`src/rtl/interval_timer_ctrl.sv`:
```
// Interval timer sequencer: one-shot (reps+1 periods) or periodic runs of limit+1 enabled cycles.
// Latency: busy/count one edge after start; tick/done are registered pulses with no input-to-output path.
module interval_timer_ctrl #(
  parameter int WIDTH  = 8,
  parameter int REPS_W = 4
) (
  input  logic              clk,
  input  logic              rst,
  input  logic              start,
  input  logic              stop,
  input  logic              en,
  input  logic [WIDTH-1:0]  limit,
  input  logic [REPS_W-1:0] reps,
  input  logic              periodic,
  output logic              busy,
  output logic              tick,
  output logic              done,
  output logic [WIDTH-1:0]  count,
  output logic [REPS_W-1:0] rep_left
);

  typedef enum logic [1:0] {
    ST_IDLE = 2'd0,
    ST_RUN  = 2'd1,
    ST_DONE = 2'd2
  } state_t;

  state_t            state_q, state_d;
  logic [WIDTH-1:0]  count_q, count_d;
  logic [WIDTH-1:0]  limit_q, limit_d;
  logic [REPS_W-1:0] rep_q,   rep_d;
  logic              mode_q,  mode_d;
  logic              tick_q,  tick_d;

  always_ff @(posedge clk or negedge rst) begin
    if (!rst) begin
      state_q <= ST_IDLE;
      count_q <= '0;
      limit_q <= '0;
      rep_q   <= '0;
      mode_q  <= 1'b0;
      tick_q  <= 1'b0;
    end else begin
      state_q <= state_d;
      count_q <= count_d;
      limit_q <= limit_d;
      rep_q   <= rep_d;
      mode_q  <= mode_d;
      tick_q  <= tick_d;
    end
  end

  always_comb begin
    state_d = state_q;
    count_d = count_q;
    limit_d = limit_q;
    rep_d   = rep_q;
    mode_d  = mode_q;
    tick_d  = 1'b0;
    case (state_q)
      ST_IDLE: begin
        // Config is captured only here, so mid-run changes on the inputs are invisible.
        if (start) begin
          limit_d = limit;
          rep_d   = reps;
          mode_d  = periodic;
          count_d = '0;
          state_d = ST_RUN;
        end
      end
      ST_RUN: begin
        if (stop) begin
          count_d = '0;
          rep_d   = '0;
          state_d = ST_IDLE;
        end else if (en) begin
          if (count_q != limit_q) begin
            count_d = count_q + 1'b1;
          end else begin
            count_d = '0;
            tick_d  = 1'b1;
            if (!mode_q) begin
              if (rep_q != '0) begin
                rep_d = rep_q - 1'b1;
              end else begin
                state_d = ST_DONE;
              end
            end
          end
        end
      end
      ST_DONE: begin
        state_d = ST_IDLE;
      end
      default: begin
        state_d = ST_IDLE;
      end
    endcase
  end

  assign busy     = (state_q == ST_RUN);
  assign done     = (state_q == ST_DONE);
  assign tick     = tick_q;
  assign count    = count_q;
  assign rep_left = rep_q;

endmodule

```
`config.mk`:
```
export PLATFORM = sky130hd
export DESIGN_NAME = interval_timer_ctrl
export DESIGN_NICKNAME = d
export VERILOG_FILES = /design/src/rtl/interval_timer_ctrl.sv
export SDC_FILE = /design/constraint.sdc
export NUM_CORES = 1
export LEC_CHECK = 0
export CORE_ASPECT_RATIO = 0.75
export CORE_MARGIN = 3
export CORE_UTILIZATION = 44
export DETAILED_ROUTE_END_ITERATION = 8
export PLACE_DENSITY = 0.78
export SKIP_CTS_REPAIR_TIMING = 1
export SYNTH_ARGS = -nofsm -noshare
export SYNTH_HDL_FRONTEND = slang
export SYNTH_SLANG_ARGS = --single-unit
```
`constraint.sdc`:
```
create_clock -name clk -period 1.57 [get_ports clk]
set_input_delay 0.2355 -clock clk [delete_from_list [all_inputs] [get_ports clk]]
set_output_delay 0.2355 -clock clk [all_outputs]
set_load 0.01 [all_outputs]
```
=== Yosys cells after proc, flatten, opt, wreduce, memory -nomap -nowiden ===
Index checks and enable logic that the tools add are counted.

* Add/subtract/negate cells: 2
* Multipliers: 0
* Div/mod/pow operators: 0
* Magnitude comparators: 0
* Equal/unequal tests: 9
* Shift-type cells: 0
* Mux-type cells: 23
* Bitwise gates (word level): 0
* Reductions and logical operators: 7

{| class="wikitable"
|+ Operators by type and width
! operator !! number
|-
| 8-bit 2-to-1 mux || 4
|-
| 4-bit 2-to-1 mux || 6
|-
| 8-bit one-hot mux with 2 select lines || 1
|-
| 2-bit 2-to-1 mux || 6
|-
| 3-bit != test, second input constant || 4
|-
| 8-bit by 1-bit adder with 8-bit output, second input constant || 1
|-
| 8-bit != test || 1
|-
| 4-bit one-hot mux with 2 select lines || 1
|-
| 6-bit AND reduction || 1
|-
| 5-bit AND reduction || 1
|-
| 1-bit 2-to-1 mux || 4
|-
| 2-bit one-hot mux with 2 select lines || 1
|-
| 4-bit nonzero test || 1
|-
| 4-bit by 1-bit subtractor with 4-bit output, second input constant || 1
|-
| 3-bit by 2-bit != test with 1-bit output, second input constant || 1
|-
| 3-bit AND reduction || 1
|-
| 2-bit by 1-bit == test with 1-bit output, second input constant || 1
|-
| 2-bit == test, second input constant || 1
|-
| 2-bit logical NOT || 1
|-
| 2-bit != test, second input constant || 1
|-
| 2-bit AND reduction || 1
|-
| 2-bit nonzero test || 1
|}

* Register bits: 24
* Latch bits: 0
* Memory bits (writable): 0
* ROM bits: 0
* Bits of input ports: 18
* Output and inout bits: 15
* Logic and storage cells: 47
* Memories: 0

=== Depth between registers and ports, before layout ===
Gate-level depths: netlist of the first run.

* Depth after elaboration: 7
* Depth in mapped cells: 7

=== Worst setup path after synthesis of the first run ===
OpenSTA, ideal clock, no wires.

* Kind: flip-flop to flip-flop
* From: reg rep_q[0] (netlist: rep_left[0])
* To: reg rep_q[3] (netlist: rep_left[3])
* Setup time: 0.063 ns
* Data arrival time: 1.638 ns
* Data required time: 1.507 ns
* Path slack: -0.130 ns
* Cell stages (with the launch flop): 8
* Cell sequence: dfrtp_1 > inv_1 > ha_1 > nor2b_1 > nor4b_1 > o22ai_1 > a41o_1 > o2bb2a_4

* Word-level cells in the longest chain between the ends: 7
* Elaborated cells on any way between the ends: 10
* Those cells by class: add/sub (1); eq/ne (1); mux (6); reduce/logical (2)

{| class="wikitable"
|+ Ends and longest elaborated chain
! item !! RTL line !! text
|-
| start, declared || 31 || <nowiki>logic [REPS_W-1:0] rep_q, rep_d;</nowiki>
|-
| start signal, assigned || 47 || <nowiki>rep_q <= rep_d;</nowiki>
|-
| 4-bit by 1-bit subtractor with 4-bit output || 84 || <nowiki>rep_d = rep_q - 1'b1;</nowiki>
|-
| 4-bit 2-to-1 mux || 83 || <nowiki>if (rep_q != '0) begin</nowiki>
|-
| 4-bit 2-to-1 mux || 82 || <nowiki>if (!mode_q) begin</nowiki>
|-
| 4-bit 2-to-1 mux || 77 || <nowiki>if (count_q != limit_q) begin</nowiki>
|-
| 4-bit 2-to-1 mux || 76 || <nowiki>end else if (en) begin</nowiki>
|-
| 4-bit 2-to-1 mux || 72 || <nowiki>if (stop) begin</nowiki>
|-
| 4-bit one-hot mux with 2 select lines || 60 || <nowiki>case (state_q)</nowiki>
|}

Several ways; a longest one is shown, not always the timed one. The select of a mux whose other input is x is not followed.
A chain may end at the register's enable or synchronous reset.

=== Final worst setup path of the first run ===
* From: reg limit_q[4]
* To: reg rep_q[3] (netlist: rep_left[3])

* Word-level cells in the longest chain between the ends: 3

{| class="wikitable"
|+ Ends and longest elaborated chain
! item !! RTL line !! text
|-
| start, declared || 30 || <nowiki>logic [WIDTH-1:0] limit_q, limit_d;</nowiki>
|-
| start signal, assigned || 46 || <nowiki>limit_q <= limit_d;</nowiki>
|-
| 8-bit != test || 77 ||
|-
| 3-bit != test (no line) || - ||
|-
| 6-bit AND reduction (no line) || - ||
|}

Every way passes these cells.

==> reports/results.ini, run 1 <==
[drt]
drt_iter0_drc=156
wl_mm=4.20
wl_per_cell_microns=18.5
drtAntennaViolNets=0
dr.pass1.iters=5
vias=1340
via_per_inst=5.90
drc=0

[final_layout]
fill_cells=171
layout_common_cells=buf_4, clkdlybuf4s50_1, dfrtp_1
final_common_cell=buf_4
final_layout_size_suffix_gt1_share_pct=38.7
antenna_cells=0
multi_input_area_sq_um=830
nets=213
seq_area_sq_um=604
synthToLayoutAreaGrowth_pct=59.6

[setup_path]
reg2reg_to=rep_left[3]$_DFFE_PN0P_
worst_setup_path_start_kind=register
r2r_start=limit_q[4]$_DFFE_PN0P_
cp_cell_sequence=xor2_2 -> nor4_2 -> and2_1 -> buf_12 -> a41o_1 -> o2bb2a_4
crit_buf_inv=1
path_max_fanout=8
reg2reg_depth=6
reg2reg_setup_slack_ps=-180
crit_arrival_ps=1920
cp_data_required_time_ps=1730
cpLargestDelayFamily=simple AND/OR/NAND/NOR gates
endpoint_kind=register
crit_slowest_cell=dfrtp_1
crit_path_max_incr_delay_ps=430
critical_path_class=register to register

[clocking]
clk_latency_ps=260
ctsHtreeMaxLevel=1
cts_buffer_depth=2
cts_tree=built
numCtsBuffers=3
clk_pin_slew_ps=80
clock-sinks=24
cts_root_buffer=clkbuf_8

[floorplan]
die_w_microns=70.0
io_pins=33
initial_core_util_pct=49.0
coreArea_sq_mm=0.00276
die_y_microns=54.0
dieArea_sq_mm=0.00378
rows=16

[grt]
grt.overflow.total=0
grt_pass1_wl_mm=5.89
antenna_found_initial=0
grt_pass1_vias=1220
grt_max_degree=25
grtUsageTotal_pct=20.5

[logic_synthesis]
yosysSeqAreaShare_pct=44.4
synth_area_sq_mm=0.00135
synth_cells=128
synth_seq_cells=24
syn_area_per_cell_sq_um=10.6
synth.distinct_cells=37
yosysWarnings=0
synth.net_count=149

[pwr]
powerDensity_mw_per_mm2=938
total_power_mw=2.03
ir_drop_mv=0.807
p_leak_nw=1.10

[run_status]
run_status=complete, but fails checks
violations=negative setup slack

[sta]
hold_violations=0
fin_crit_sh_pct=112
grt_setup_unrepaired=true
fin_crit_ps=1750
relSlewSlack_pct=76.8
worstMarginPinSlew_ps=346
slew_viol_final=0
finClkSkew_ps=6.13
setup_violations=12
setup_ws_ps=-184
max_freq_mhz=570

[placed_design]
hpwl_mm=2.83
gp_congestion=0.940
io_buffers=32
pre_cts_ws_ps=-268

[worst_hold_path]
hp-class=input port to async pin

[run]
drv_cap=0

## flip-flops by register name, summed over array words and instances (netlist names)
name / count
mode_q: 1
limit_q: 8
rep_left: 4
state_q: 2
tick: 1
count: 8
## final cells by class
cell class	instances	area share, %
inverter	4	0.696
clock buffer	4	2.55
sequential	24	28.0
multi-input combinational	95	38.4
tap	36	2.09
timing repair buffer	64	28.2
## synth_stat cells
| cell type | n | area (sq um) |
|---|---|---|
| buf_6 | 1 | 11.3 |
| nor3b_1 | 2 | 15.0 |
| nor4b_1 | 1 | 8.76 |
| mux2i_1 | 1 | 10.0 |
| nand3_1 | 4 | 20.0 |
| xor2_1 | 8 | 70.1 |
| o22ai_1 | 1 | 6.26 |
| ha_1 | 3 | 37.5 |
| nor3_1 | 4 | 20.0 |
| xnor2_1 | 1 | 8.76 |
| inv_1 | 4 | 15.0 |
| dfrtp_1 | 24 | 601 |
| a21oi_1 | 7 | 35.0 |
| clkbuf_1 | 1 | 3.75 |
| or2_0 | 1 | 6.26 |
| o21ai_1 | 3 | 15.0 |
| o2bb2a_4 | 1 | 20.0 |
| a41oi_1 | 1 | 8.76 |
| or3_1 | 1 | 6.26 |
| nor2b_1 | 6 | 37.5 |
| a2bb2oi_1 | 1 | 8.76 |
| o31ai_1 | 5 | 37.5 |
| nor2_1 | 4 | 15.0 |
| o21ai_0 | 3 | 15.0 |
| nor3_4 | 1 | 16.3 |
| a41o_1 | 1 | 10.0 |
| and3_1 | 4 | 25.0 |
| a21boi_1 | 1 | 7.51 |
| a22o_1 | 5 | 43.8 |
| and2_1 | 1 | 6.26 |
| mux2_2 | 10 | 113 |
| nand2b_1 | 2 | 12.5 |
| nor3_2 | 1 | 10.0 |
| buf_2 | 3 | 15.0 |
| nor2_2 | 1 | 6.26 |
| nor4_2 | 2 | 25.0 |
| nand2_1 | 8 | 30.0 |
## where the power goes
part | leakage [nW] | switching [mW] | internal (mW)
clock | 0.0288 | 0.187 | 0.224
sequential | 0.301 | 0.0848 | 0.712
combinational | 0.775 | 0.373 | 0.444
total | 1.10 | 0.645 | 1.38
## through the flow
step	hold slack (ps)	TNS, ps	util [%]	instances	cell area (sq um)
detailed placement	522	-2780	70.2	221	1940
finish	319	-1310	78.1	227	2160
CTS	324	-1610	72.2	225	1990
floorplan	-60.1	-285	-	128	1370
global placement	510	-2270	70.2	221	1940
global route	334	-2160	78.1	227	2160
## per-layer routing
metal / vias up / global-route usage, % / share of wire (%)
met5: - / 0 / 0
met4: 0 / 5.10 / 1.0
met3: 7 / 7.46 / 7.1
met2: 82 / 32.8 / 51
met1: 657 / 26.8 / 41
li1: 594 / - / -
## worst max path at each step
stage | startpoint | slack [ps] | depth (start not counted) | endpoint
global route | limit_q[4]$_DFFE_PN0P_ | -250 | 6 | rep_left[3]$_DFFE_PN0P_
CTS | state_q[1]$_DFFE_PN0P_ | -170 | 3 | busy
finish | limit_q[4]$_DFFE_PN0P_ | -180 | 6 | rep_left[3]$_DFFE_PN0P_
global placement | stop | -230 | 6 | count[0]$_DFFE_PN0P_
detailed placement | stop | -270 | 6 | count[0]$_DFFE_PN0P_
floorplan | count[7]$_DFFE_PN0P_ | -60 | 6 | count[0]$_DFFE_PN0P_
## logic make-up (layout without fill, tap and decap cells)
group                      Yosys count  after routing  share of synthesized area [%]
DFF                                 24             24                           44.4
buffers and inverters                9             72                           3.33
adders and majority gates            3              3                           2.78
xor gates and xnor gates             9              9                           5.83
and+or+nand+nor                     43             43                           19.2
muxes                               11             11                           9.07
AOI/OAI and AO/OA                   29             29                           15.4
No activity file was read; power rests on OpenSTA's default activity.
==> run 2: changes to the inputs <==
Settings changed: PLACE_DENSITY 0.78 to 0.77, REMOVE_ABC_BUFFERS set to 1.
==> reports/results.ini, run 2 (same netlist as run 1, synthesis figures left out) <==
[run_status]
run_status=complete, but fails checks
violations=negative setup slack

[placed_design]
gp_congestion=0.855  ; -9.0%
io_buffers=32  ; unchanged
post_dp_cell_area_sq_mm=0.00193  ; -0.58%
hpwl_mm=2.75  ; -2.7%
pre_cts_ws_ps=-306  ; -38.1 ps

[sta]
grt_setup_unrepaired=true
setup_ws_ps=-236  ; -52.1 ps
finClkSkew_ps=6.01  ; -0.116 ps
relSlewSlack_pct=75.1  ; -1.7 points
setup_violations=14  ; +2
fin_crit_ps=1810  ; +52.1 ps
max_freq_mhz=554  ; -2.9%
worstMarginPinSlew_ps=370  ; +24.7 ps
slew_viol_final=0  ; unchanged
hold_violations=0  ; unchanged
fin_crit_sh_pct=115  ; +3.3 points

[setup_path]
critical_path_class=register to register
endpoint_kind=register
path_max_fanout=6  ; -2
cp_cell_sequence=xor2_1 -> nor4_2 -> and2_4 -> buf_8 -> nor3_4 -> mux2_2
cp_data_required_time_ps=1730  ; about the same
crit_arrival_ps=1960  ; +40 ps
cpLargestDelayFamily=simple AND/OR/NAND/NOR gates
crit_buf_inv=1  ; unchanged
crit_path_max_incr_delay_ps=410  ; -20 ps
worst_setup_path_start_kind=register
crit_slowest_cell=nor4_2

[final_layout]
finalInstanceArea_sq_mm=0.00213  ; -1.3%
nets=217  ; +1.9%
final_common_cell=buf_4
seq_area_sq_um=601  ; -0.62%
synthToLayoutAreaGrowth_pct=57.5
antenna_cells=0  ; unchanged
fin_util_pct=77.1  ; -1.0 points
multi_input_area_sq_um=790  ; -4.8%
final_layout_size_suffix_gt1_share_pct=35.6  ; -3.2 points
layout_common_cells=buf_4, dfrtp_1, clkdlybuf4s50_1
fill_cells=178  ; +4.1%

[clocking]
clk_pin_slew_ps=80  ; about the same
ctsHtreeMaxLevel=1  ; unchanged
cts_tree=built
numCtsBuffers=3  ; unchanged
cts_buffer_depth=2  ; unchanged
cts_root_buffer=clkbuf_8
clock-sinks=24  ; unchanged
clk_latency_ps=270  ; about the same

[worst_hold_path]
hp-class=input port to async pin

[floorplan]
coreArea_sq_mm=0.00276  ; unchanged
die_y_microns=54.0  ; unchanged
io_pins=33  ; unchanged
dieArea_sq_mm=0.00378  ; unchanged
die_w_microns=70.0  ; unchanged
rows=16  ; unchanged
initial_core_util_pct=49.0  ; unchanged

[grt]
grt_max_degree=25  ; unchanged
grt_pass1_wl_mm=5.85  ; -0.58%
antenna_found_initial=0  ; unchanged
grt.overflow.total=0  ; unchanged
grtUsageTotal_pct=20.0  ; -0.53 points
grt_pass1_vias=1219  ; -0.082%

[drt]
drt_iter0_drc=54  ; -65%
via_per_inst=5.75  ; -2.6%
drtAntennaViolNets=0  ; unchanged
drc=0  ; unchanged
wl_mm=4.12  ; -1.9%
dr.pass1.iters=4  ; -1
wl_per_cell_microns=17.9  ; -3.2%
vias=1323  ; -1.3%

[pwr]
p_leak_nw=1.14  ; +3.4%
ir_drop_mv=0.540  ; -33%
powerDensity_mw_per_mm2=933  ; -0.61%

[run]
drv_cap=0  ; unchanged

[run 2: where the power goes]
group,leakage [nW],switching [mW],total (mW),internal (mW)
logic,0.814,0.383,0.853,0.471
clock network,0.0216,0.186,0.358,0.172
registers,0.305,0.0649,0.776,0.711
[run 2: worst paths after layout]
check                      depth (start not counted)                     end                    from  slack (ps)
max reg2reg                                        6    count[0]$_DFFE_PN0P_  limit_q[7]$_DFFE_PN0P_        -240
min in group clk                                   1  limit_q[7]$_DFFE_PN0P_  limit_q[7]$_DFFE_PN0P_         530
min                                                2  limit_q[3]$_DFFE_PN0P_                     rst         320
max in group asynchronous                          2  limit_q[2]$_DFFE_PN0P_                     rst        1020
min reg2reg                                        1  limit_q[7]$_DFFE_PN0P_  limit_q[7]$_DFFE_PN0P_         530
max                                                6    count[0]$_DFFE_PN0P_  limit_q[7]$_DFFE_PN0P_        -240
[run 2: cell type report]
cell class	instances	area share, %
multi-input cells	95	37.1
repair buffers	68	30.0
flip-flops and latches	24	28.2
well taps	36	2.11
clock buffers	3	1.94
inverters	4	0.705
[run 2: metal layers]
metal  vias up  track usage [%]  share of wire [%]
met4         0             3.82                2.1
met5         -                0                  0
met2        52             33.4                 50
li1        598                -                  -
met3        11             5.60                5.7
met1       662             26.4                 43
[run 2: per-stage QoR]
step                      setup TNS, ps  std cells  hold WS, ps  total power, mW
after floorplan                   -2510        123        -60.1             1.15
after global placement            -2290        223          511             1.52
after detailed placement          -3080        223          521             1.55
after CTS                         -1740        226          329             1.91
after global routing              -3590        230          340             2.10
final                             -2390        230          320             1.99
